$ cat src/rtl/lcd_timer_counter_pkg.sv
// Shared constants, state encoding and delay helpers for the HD44780 write controller.
// Build option: define LCD_FAST_SIM_EN to shrink every delay by 1000x for simulation.
package lcd_pkg;

    localparam logic [3:0] FN_INIT   = 4'd0;
    localparam logic [3:0] FN_CURSOR = 4'd1;
    localparam logic [3:0] FN_CMD    = 4'd2;
    localparam logic [3:0] FN_DATA   = 4'd3;

    typedef enum logic [2:0] {
        ST_IDLE,
        ST_POWERUP,
        ST_SETUP,
        ST_PULSE,
        ST_HOLD,
        ST_WAIT,
        ST_NEXT,
        ST_DONE
    } lcd_state_t;

    localparam logic [7:0] INS_FUNC_SET = 8'h38;
    localparam logic [7:0] INS_DISP_ON  = 8'h0C;
    localparam logic [7:0] INS_CLEAR    = 8'h01;
    localparam logic [7:0] INS_HOME     = 8'h02;
    localparam logic [7:0] INS_ENTRY    = 8'h06;
    localparam logic [7:0] INS_DDRAM    = 8'h80;
    localparam logic [7:0] DDRAM_ROW2   = 8'h40;

    localparam int DIV_SET      = 10_000_000;
    localparam int DIV_PW       = 2_000_000;
    localparam int DIV_SHORT    = 25_000;
    localparam int DIV_LONG     = 625;
    localparam int DIV_PWR      = 1000;
    localparam int MUL_PWR      = 15;
    localparam int FAST_SIM_DIV = 1000;

    // Cycle count for a delay of mul/div seconds at freq Hz, never below one cycle.
    function automatic int delay_cycles(int freq, int div, int mul);
        int t;
        t = (freq / div) * mul;
`ifdef LCD_FAST_SIM_EN
        t = t / FAST_SIM_DIV;
`endif
        return (t < 1) ? 1 : t;
    endfunction

    function automatic logic [7:0] init_byte(logic [1:0] idx);
        logic [7:0] b;
        case (idx)
            2'd0:    b = INS_FUNC_SET;
            2'd1:    b = INS_DISP_ON;
            2'd2:    b = INS_CLEAR;
            default: b = INS_ENTRY;
        endcase
        return b;
    endfunction

    // pos[4] selects the row, pos[3:0] the column.
    function automatic logic [7:0] cursor_byte(logic [4:0] pos);
        return INS_DDRAM | (pos[4] ? DDRAM_ROW2 : 8'h00) | {4'h0, pos[3:0]};
    endfunction

endpackage

$ cat src/rtl/lcd_timer_counter_if.sv
// Request side of the LCD controller: one-shot request strobe plus completion pulse.
interface lcd_timer_counter_if #(
    parameter int SIZE_DATA = 8,
    parameter int SIZE_FUNC = 4
);
    // en_lcd is a single-cycle request; it is taken only while the controller is idle
    // (no ready: a strobe while busy is dropped). done_lcd pulses once per taken request.
    logic                 en_lcd;
    logic                 on_lcd;
    logic                 lcd_blon;
    logic [SIZE_DATA-1:0] data;
    logic [SIZE_FUNC-1:0] func;
    logic                 done_lcd;

    modport master (output en_lcd, on_lcd, lcd_blon, data, func, input done_lcd);
    modport slave  (input en_lcd, on_lcd, lcd_blon, data, func, output done_lcd);
endinterface

$ cat src/rtl/lcd_timer_counter_delay_counter.sv
// Down counter: load a value, decrement to zero, report expired while at zero.
module lcd_delay_counter #(
    parameter int W = 32
) (
    input  logic         i_clk,
    input  logic         i_rst,
    input  logic         load,
    input  logic [W-1:0] load_val,
    output logic         expired
);
    logic [W-1:0] cnt_q;

    always_ff @(posedge i_clk) begin
        if (i_rst) begin
            cnt_q <= '0;
        end else if (load) begin
            cnt_q <= load_val;
        end else if (cnt_q != '0) begin
            cnt_q <= cnt_q - 1'b1;
        end
    end

    assign expired = (cnt_q == '0);
endmodule

$ cat src/rtl/lcd_timer_counter.sv
// HD44780 8-bit write-only controller: init, set cursor, command and data requests.
// Build option: LCD_FAST_SIM_EN (see lcd_pkg) scales all delays down for simulation.
module lcd_timer_counter
    import lcd_pkg::*;
#(
    parameter int SIZE_DATA = 8,
    parameter int SIZE_FUNC = 4,
    parameter int FREQ      = 50_000_000
) (
    input  logic                 i_clk,
    input  logic                 i_rst,
    lcd_timer_counter_if.slave   req,
    output logic [SIZE_DATA-1:0] o_LCD_DATA,
    output logic                 o_LCD_E,
    output logic                 o_LCD_RW,
    output logic                 o_LCD_RS,
    output logic                 o_LCD_ON,
    output logic                 o_LCD_BLON,
    output lcd_state_t           dbg_state
);
    localparam int T_SET   = delay_cycles(FREQ, DIV_SET, 1);
    localparam int T_PW    = delay_cycles(FREQ, DIV_PW, 1);
    localparam int T_SHORT = delay_cycles(FREQ, DIV_SHORT, 1);
    localparam int T_LONG  = delay_cycles(FREQ, DIV_LONG, 1);
    localparam int T_PWR   = delay_cycles(FREQ, DIV_PWR, MUL_PWR);

    lcd_state_t           state_q, state_d;
    logic [SIZE_FUNC-1:0] func_q, func_d;
    logic [1:0]           idx_q, idx_d;
    logic [SIZE_DATA-1:0] lcd_data_q, lcd_data_d;
    logic                 rs_q, rs_d;
    logic                 on_q, on_d;
    logic                 blon_q, blon_d;
    logic                 load;
    logic [31:0]          load_val;
    logic                 expired;
    logic                 long_wait;

    lcd_delay_counter #(.W(32)) u_delay (
        .i_clk    (i_clk),
        .i_rst    (i_rst),
        .load     (load),
        .load_val (load_val),
        .expired  (expired)
    );

    // Clear display and return home need the long execution time.
    assign long_wait = !rs_q && ((lcd_data_q == SIZE_DATA'(INS_CLEAR)) ||
                                 (lcd_data_q == SIZE_DATA'(INS_HOME)));

    always_ff @(posedge i_clk) begin
        if (i_rst) begin
            state_q    <= ST_IDLE;
            func_q     <= '0;
            idx_q      <= '0;
            lcd_data_q <= '0;
            rs_q       <= 1'b0;
            on_q       <= 1'b0;
            blon_q     <= 1'b0;
        end else begin
            state_q    <= state_d;
            func_q     <= func_d;
            idx_q      <= idx_d;
            lcd_data_q <= lcd_data_d;
            rs_q       <= rs_d;
            on_q       <= on_d;
            blon_q     <= blon_d;
        end
    end

    // Each timed state loads (delay - 1) on entry, so it lasts exactly delay cycles.
    always_comb begin
        state_d    = state_q;
        func_d     = func_q;
        idx_d      = idx_q;
        lcd_data_d = lcd_data_q;
        rs_d       = rs_q;
        on_d       = on_q;
        blon_d     = blon_q;
        load       = 1'b0;
        load_val   = '0;
        case (state_q)
            ST_IDLE: begin
                if (req.en_lcd) begin
                    func_d = req.func;
                    on_d   = req.on_lcd;
                    blon_d = req.lcd_blon;
                    idx_d  = '0;
                    case (req.func)
                        SIZE_FUNC'(FN_INIT): begin
                            state_d  = ST_POWERUP;
                            load     = 1'b1;
                            load_val = 32'(T_PWR - 1);
                        end
                        SIZE_FUNC'(FN_CURSOR): begin
                            state_d    = ST_SETUP;
                            lcd_data_d = SIZE_DATA'(cursor_byte(req.data[4:0]));
                            rs_d       = 1'b0;
                            load       = 1'b1;
                            load_val   = 32'(T_SET - 1);
                        end
                        SIZE_FUNC'(FN_CMD): begin
                            state_d    = ST_SETUP;
                            lcd_data_d = req.data;
                            rs_d       = 1'b0;
                            load       = 1'b1;
                            load_val   = 32'(T_SET - 1);
                        end
                        SIZE_FUNC'(FN_DATA): begin
                            state_d    = ST_SETUP;
                            lcd_data_d = req.data;
                            rs_d       = 1'b1;
                            load       = 1'b1;
                            load_val   = 32'(T_SET - 1);
                        end
                        default: state_d = ST_DONE;
                    endcase
                end
            end
            ST_POWERUP: begin
                if (expired) begin
                    state_d    = ST_SETUP;
                    lcd_data_d = SIZE_DATA'(init_byte(2'd0));
                    rs_d       = 1'b0;
                    load       = 1'b1;
                    load_val   = 32'(T_SET - 1);
                end
            end
            ST_SETUP: begin
                if (expired) begin
                    state_d  = ST_PULSE;
                    load     = 1'b1;
                    load_val = 32'(T_PW - 1);
                end
            end
            ST_PULSE: begin
                if (expired) begin
                    state_d  = ST_HOLD;
                    load     = 1'b1;
                    load_val = 32'(T_SET - 1);
                end
            end
            ST_HOLD: begin
                if (expired) begin
                    state_d  = ST_WAIT;
                    load     = 1'b1;
                    load_val = long_wait ? 32'(T_LONG - 1) : 32'(T_SHORT - 1);
                end
            end
            ST_WAIT: begin
                if (expired) begin
                    state_d = (func_q == SIZE_FUNC'(FN_INIT)) ? ST_NEXT : ST_DONE;
                end
            end
            ST_NEXT: begin
                if (idx_q == 2'd3) begin
                    state_d = ST_DONE;
                end else begin
                    state_d    = ST_SETUP;
                    idx_d      = idx_q + 2'd1;
                    lcd_data_d = SIZE_DATA'(init_byte(idx_q + 2'd1));
                    rs_d       = 1'b0;
                    load       = 1'b1;
                    load_val   = 32'(T_SET - 1);
                end
            end
            ST_DONE: state_d = ST_IDLE;
            default: state_d = ST_IDLE;
        endcase
    end

    assign o_LCD_DATA   = lcd_data_q;
    assign o_LCD_RS     = rs_q;
    assign o_LCD_RW     = 1'b0;
    assign o_LCD_E      = (state_q == ST_PULSE);
    assign o_LCD_ON     = on_q;
    assign o_LCD_BLON   = blon_q;
    assign req.done_lcd = (state_q == ST_DONE);
    assign dbg_state    = state_q;
endmodule

$ cat src/flat_wrapper.sv
// flat-port wrapper written by rule: the top's interface ports become plain ports
module lcd_timer_counter_flat import lcd_pkg::*;
#(
    parameter int SIZE_DATA = 8,
    parameter int SIZE_FUNC = 4,
    parameter int FREQ      = 50_000_000
)
  (i_clk, i_rst, o_LCD_DATA, o_LCD_E, o_LCD_RW, o_LCD_RS, o_LCD_ON, o_LCD_BLON, dbg_state, req_en_lcd, req_on_lcd, req_lcd_blon, req_data, req_func, req_done_lcd);
  lcd_timer_counter_if #(.SIZE_DATA(SIZE_DATA), .SIZE_FUNC(SIZE_FUNC)) req_i ();
  input  logic i_clk;
  input  logic i_rst;
  output logic [SIZE_DATA-1:0] o_LCD_DATA;
  output logic o_LCD_E;
  output logic o_LCD_RW;
  output logic o_LCD_RS;
  output logic o_LCD_ON;
  output logic o_LCD_BLON;
  output lcd_state_t dbg_state;
  input wire logic [$bits(req_i.en_lcd)-1:0] req_en_lcd;
  input wire logic [$bits(req_i.on_lcd)-1:0] req_on_lcd;
  input wire logic [$bits(req_i.lcd_blon)-1:0] req_lcd_blon;
  input wire logic [$bits(req_i.data)-1:0] req_data;
  input wire logic [$bits(req_i.func)-1:0] req_func;
  output wire logic [$bits(req_i.done_lcd)-1:0] req_done_lcd;
  assign req_i.en_lcd = req_en_lcd;
  assign req_i.on_lcd = req_on_lcd;
  assign req_i.lcd_blon = req_lcd_blon;
  assign req_i.data = req_data;
  assign req_i.func = req_func;
  assign req_done_lcd = req_i.done_lcd;
  lcd_timer_counter #(.SIZE_DATA(SIZE_DATA), .SIZE_FUNC(SIZE_FUNC), .FREQ(FREQ)) u_core (.i_clk(i_clk), .i_rst(i_rst), .req(req_i), .o_LCD_DATA(o_LCD_DATA), .o_LCD_E(o_LCD_E), .o_LCD_RW(o_LCD_RW), .o_LCD_RS(o_LCD_RS), .o_LCD_ON(o_LCD_ON), .o_LCD_BLON(o_LCD_BLON), .dbg_state(dbg_state));
endmodule
$ cat config.mk
export PLATFORM = sky130hd
export DESIGN_NAME = lcd_timer_counter_flat
export DESIGN_NICKNAME = d
export VERILOG_FILES = /design/src/rtl/lcd_timer_counter_pkg.sv /design/src/rtl/lcd_timer_counter_if.sv /design/src/rtl/lcd_timer_counter_delay_counter.sv /design/src/rtl/lcd_timer_counter.sv /design/src/flat_wrapper.sv
export SDC_FILE = /design/constraint.sdc
export NUM_CORES = 1
export LEC_CHECK = 0
export BUFFER_PORTS_ARGS = -buffer_cell sky130_fd_sc_hd__buf_2
export CAP_MARGIN = 20
export CELL_PAD_IN_SITES_DETAIL_PLACEMENT = 0
export CELL_PAD_IN_SITES_GLOBAL_PLACEMENT = 1
export CORE_MARGIN = 5
export CORE_UTILIZATION = 46
export CTS_CLUSTER_DIAMETER = 200
export CTS_CLUSTER_SIZE = 24
export DETAILED_ROUTE_END_ITERATION = 8
export PLACE_DENSITY_LB_ADDON = 0.1
export SLEW_MARGIN = 0
export SYNTH_ARGS = -nofsm -noshare
export SYNTH_HDL_FRONTEND = slang
export SYNTH_SLANG_ARGS = --single-unit
$ cat constraint.sdc
create_clock -name i_clk -period 4.25 [get_ports i_clk]
set_clock_uncertainty 0.1 [all_clocks]
set_input_delay 0.6375 -clock i_clk [delete_from_list [all_inputs] [get_ports i_clk]]
set_output_delay 0.6375 -clock i_clk [all_outputs]
set_load 0.02 [all_outputs]
**Word level (Yosys, flattened, before mapping)**

Cells that the tools add are included.

- Register bits: 52
- Output and inout port bits: 17
- Logic and storage cells: 98

- Add/subtract/negate cells: 2
- Eq/ne operators: 24
- Bitwise operators: 1
- Mux-type cells: 40
- Reduce and logical (&&, ||, !) cells: 23

Operator list:

| operator | count |
|---|---|
| 32-bit case mux with 5 select lines | 1 |
| 32-bit two-way mux | 4 |
| 20-bit case mux with 2 select lines | 1 |
| 32-bit logical NOT | 1 |
| 32-bit nonzero test | 1 |
| 32-bit by 1-bit subtractor with 32-bit output, second input constant | 1 |
| 3-bit two-way mux | 9 |
| 8-bit two-way mux | 3 |
| 3-bit case mux with 8 select lines | 1 |
| 8-bit case mux with 3 select lines | 1 |
| 6-bit case mux with 3 select lines | 1 |
| 17-bit two-way mux | 1 |
| 8-bit case mux with 2 select lines | 1 |
| 3-bit equality test, second input constant | 4 |
| 2-bit by 1-bit != test with 1-bit output, second input constant | 5 |
| 5-bit AND reduction | 2 |
| 4-bit by 2-bit equality test with 1-bit output, second input constant | 2 |
| 8-bit by 1-bit equality test with 1-bit output, second input constant | 1 |
| 8-bit by 2-bit equality test with 1-bit output, second input constant | 1 |
| 4-bit logical NOT | 2 |
| 1-bit two-way mux | 8 |
| 8-bit by 4-bit OR with 8-bit output | 1 |
| 4-bit OR reduction | 2 |
| 7-bit two-way mux | 1 |
| other kinds (26) | 35 |

**Longest topological paths before layout**

- Word-level depth: 7
- Mapped depth: 8
- Mapped depth without buffers: 8

**Hierarchy**

A second synthesis with hierarchy kept.

- Cell total of the unflattened synthesis: 388
- Area, all modules: 3238.1 um^2

By module, submodules not included:

| module | area an instance (um^2) | cells each | times used |
|---|---|---|---|
| lcd_delay_counter | 1834.3 | 210 | 1 |
| lcd_timer_counter | 1403.8 | 178 | 1 |

**Worst setup path before layout**

OpenSTA, ideal clock, no wires.

- Path kind: register to register
- Start: register u_core.u_delay.cnt_q[8]
- End: register u_core.u_delay.cnt_q[13]
- Required time: 4.021 ns
- Cell stages (with the launch flop): 9
- Arrival: 2.406 ns
- Path buffers: 3
- Slack: 1.615 ns
- Cells stage by stage: dfxtp_1 -> or4_1 -> clkbuf_1 -> or4_4 -> nor4_1 -> or2_0 -> buf_2 -> buf_6 -> a21oi_1

- Cells in the longest elaborated chain, start to end: 4
- Elaborated cells on any way between the ends: 10

RTL lines:

| element | RTL line | RTL |
|---|---|---|
| from (decl) | lcd_timer_counter_delay_counter.sv:11 | `logic [W-1:0] cnt_q;` |
| from (signal assigned) | lcd_timer_counter_delay_counter.sv:17 | `cnt_q <= load_val;` |
| from (signal assigned) | lcd_timer_counter_delay_counter.sv:19 | `cnt_q <= cnt_q - 1'b1;` |
| parallel branches: the longest is 4 deep, another holds 32-bit by 1-bit subtractor with 32-bit output | -- |  |

Several ways; the timed one is not identified. The select of a mux whose other input is x is not followed.
A chain may end at the register's enable or synchronous reset.

**Worst setup path in the final report**

- Start: register u_core.u_delay.cnt_q[8]
- End: register u_core.lcd_data_q[6] (netlist: u_core.o_LCD_DATA[6])

- Cells in the longest elaborated chain, start to end: 3

RTL lines:

| element | RTL line | RTL |
|---|---|---|
| 32-bit logical NOT | lcd_timer_counter_delay_counter.sv:23 | `assign expired = (cnt_q == '0);` |
| 2-bit by 1-bit != test with 1-bit output (no source line) | -- |  |
| 5-bit AND reduction (no source line) | -- |  |
| to (signal assigned) | lcd_timer_counter.sv:64 | `lcd_data_q <= lcd_data_d;` |
| to (decl) | lcd_timer_counter.sv:30 | `logic [SIZE_DATA-1:0] lcd_data_q, lcd_data_d;` |

Every way passes these cells.

==> metrics.cfg <==
[outcome]
status=completed

[timing]
setup_viol=0
slew_violations=0
fin_ws_ns=1.070
min_period_over_period_pct=74.82
tightest_slew_ns=0.9272
timing.fmax_ghz=0.3145
fin_crit_ns=3.180
fin_tns_setup_ns=0
hold_viol=0
rsz0062_at_grt=no
slew_headroom_pct=37.77

[final_layout]
fillers=623
layout.area.seq_um2=1041
nNetsFinal=409
multi_input_area_um2=1630
final_layout_size_suffix_gt1_share_pct=12.66
syn2layout_area_growth_pct=10.34
fin_cells=462
diodes=0

[die]
rows=28
io_pins=34
core_area_um2=5956
die_w_um=88.30
start_util_pct=47.35
die_h_um=88.30
die-area_um2=7797

[synth]
synth_warnings=0
synth_top_area_share_pct=36.91
async_flop_share_pct=0
synth_nets=388
synth_edf_count=0
ys_seq_elements=52
yosysSeqAreaShare_pct=36.91
synth_cells=365
avgSynthCellArea_um2=7.727
synthFlopType=dfxtp_1
synthTopCellsByArea=dfxtp_1 (37%), nor2_1 (7.2%), xnor2_1 (6.2%)
ys_types=51
yosys.area.top_type=dfxtp_1
synth_area_um2=2820

[detailed_routing]
vias=2539
final_antenna_net_count=0
top_layer_used=met4
wirelength_mm=6.950
drtIter0Drc=109
via_per_inst=5.496
post_drt_wl_per_cell_um=15.04
dr_wl_met2_mm=3.431
wl_met3_um=184
wl_met1_mm=3.282
firstDrtPassIters=4
drc_errors=0

[clock_tree]
hold_buffers=0
cts.sinks=52
clockBufferDepth=2
htree_levels=2
cts_buffers=5
cts_setup_buffers=0
cts.root.buffer_cell=clkbuf_8
cts_tree=done
clk_latency_ns=0.31
path_clk_slew_ns=0.10
post_cts_resized=0

[place]
hpwl_mm=5.002
place.gp.congestion=0.8284
numPortBuffers=32
dp_slack_ns=1.137
place_inst=454

[global_route]
grt_start_max_net_pins=28
antenna_found_initial=0
grt_pass1_wl_mm=11.90
grt.overflow.total=0
grt_pass1_vias=2507
gr-usage-all-layers_pct=19.10

[worst_setup_path]
r2r_start=u_core.u_delay.cnt_q[8]
criticalPathCategory=register to register
rr_endpoint=u_core.o_LCD_DATA[6]
r2r_cells=6
critPathCaptureType=register
arrival_ns=3.32
crit_fanout=13
worstPathRequired_ns=4.39
startpoint_type=register
r2r_setup_slack_ns=1.07

[power]
powerDensity_nw_per_um2=860.7
irDropWorstVdd_uv=454.0
leakage_uw=0.001278

[hold_path]
whs_path_depth=2
hp-class=register to register
min_from=u_core.func_q[3]
hold_end=u_core.func_q[3]

[flow_run]
cap_violations=0

[power breakdown]
| part | internal, uW | total, uW | switching [uW] |
|---|---|---|---|
| combinational | 602 | 1480 | 883 |
| sequential | 659 | 854 | 195 |
| clock | 175 | 340 | 165 |
| total | 1440 | 2680 | 1240 |
[registers in the layout, indices dropped and copies added, names as in the netlist]
name                  count
u_core.u_delay.cnt_q     32
u_core.o_LCD_DATA         8
u_core.func_q             4
u_core.dbg_state          3
u_core.idx_q              2
u_core.o_LCD_BLON         1
u_core.o_LCD_ON           1
u_core.o_LCD_RS           1
[stage by stage]
step / hold WS [ns] / area, um2 / total power [uW] / util [%]
6_report: 0.3528 / 3112 / 2678 / 52.25
5_1_grt: 0.3812 / 3112 / 2943 / 52.25
4_1_cts: 0.3577 / 3112 / 2688 / 52.25
3_5_place_dp: 0.3443 / 3004 / 2335 / 50.44
3_3_place_gp: 0.3392 / 3004 / 2336 / 50.44
2_1_floorplan: 0.3308 / 2820 / 2033 / -
[cell usage after synthesis (2+ instances only)]
cell type,number
o2111ai_1,2
a211oi_1,3
inv_1,12
xor2_1,8
a21oi_1,34
dfxtp_1,52
clkbuf_1,13
nor4_1,16
nor2_1,54
o21ai_0,9
buf_1,2
nand2_1,41
or4_1,8
nand3_1,6
buf_2,5
mux2i_1,3
a311oi_1,2
o21bai_1,2
xnor2_1,20
nand2b_1,3
or3_1,9
a221oi_1,6
a22oi_1,2
nand4_1,2
nor3_1,16
and3_1,2
ha_1,6
a31oi_1,2
o31ai_1,3
[kinds of logic after synthesis]
family          count (synthesis)  share of synthesized area (%)
buf+inv                        35                          5.279
fa+ha+maj                       6                          2.662
mux                             4                          1.464
xor+xnor                       28                          8.696
simple gates                  166                          28.48
compound gates                 73                          16.37
flops                          52                          36.91
other cells                     1                         0.1330
[metal layers]
layer | global-route usage, % | vias up
met1 | 23.28 | 1176
met2 | 34.47 | 36
li1 | - | 1322
met4 | 4.533 | 0
met5 | 0 | -
met3 | 3.818 | 5
[worst max path at each step]
stage                                  startpoint                  endpoint  slack, ns
after floorplan           u_core.u_delay.cnt_q[8]  u_core.u_delay.cnt_q[13]       1.62
after global placement    u_core.u_delay.cnt_q[8]      u_core.o_LCD_DATA[6]       1.18
after detailed placement  u_core.u_delay.cnt_q[8]      u_core.o_LCD_DATA[6]       1.14
after CTS                 u_core.u_delay.cnt_q[8]      u_core.o_LCD_DATA[6]       1.08
after global routing      u_core.u_delay.cnt_q[8]  u_core.u_delay.cnt_q[20]       0.89
final                     u_core.u_delay.cnt_q[8]      u_core.o_LCD_DATA[6]       1.07
[critical path, stage by stage (launching register included)]
cell,delay [ns]
dfxtp_1,0.35
or4_1,0.63
or4_4,0.60
nor3_4,0.39
o21ai_1,0.40
or3_1,0.48
a21oi_1,0.15
[cells in the final DEF (no fill, tap or decap), drive strengths merged, types with 2 or more instances in the layout]
cell type / n
xnor2: 20
o21bai: 2
o21ai: 10
clkinv: 2
a311oi: 2
inv: 12
a31oi: 2
nand2: 41
mux2i: 3
o31ai: 3
a221oi: 6
ha: 6
or2: 2
o2111ai: 2
clkbuf: 6
nor4: 16
dfxtp: 52
and3: 2
nor2: 54
nand3: 6
a211oi: 3
o41ai: 2
nand4: 2
a21oi: 34
buf: 36
a22oi: 2
or3: 9
xor2: 8
nor3: 17
or4: 9
nand2b: 3
[layout make-up]
class | instances | area share [%]
multi-input combinational | 278 | 52.39
sequential | 52 | 33.45
timing repair buffer | 36 | 6.112
tap | 75 | 3.016
clock buffer | 6 | 2.332
inverter | 13 | 1.568
clock inverter | 2 | 1.126
Note: power is estimated with default switching activity, not from simulation.
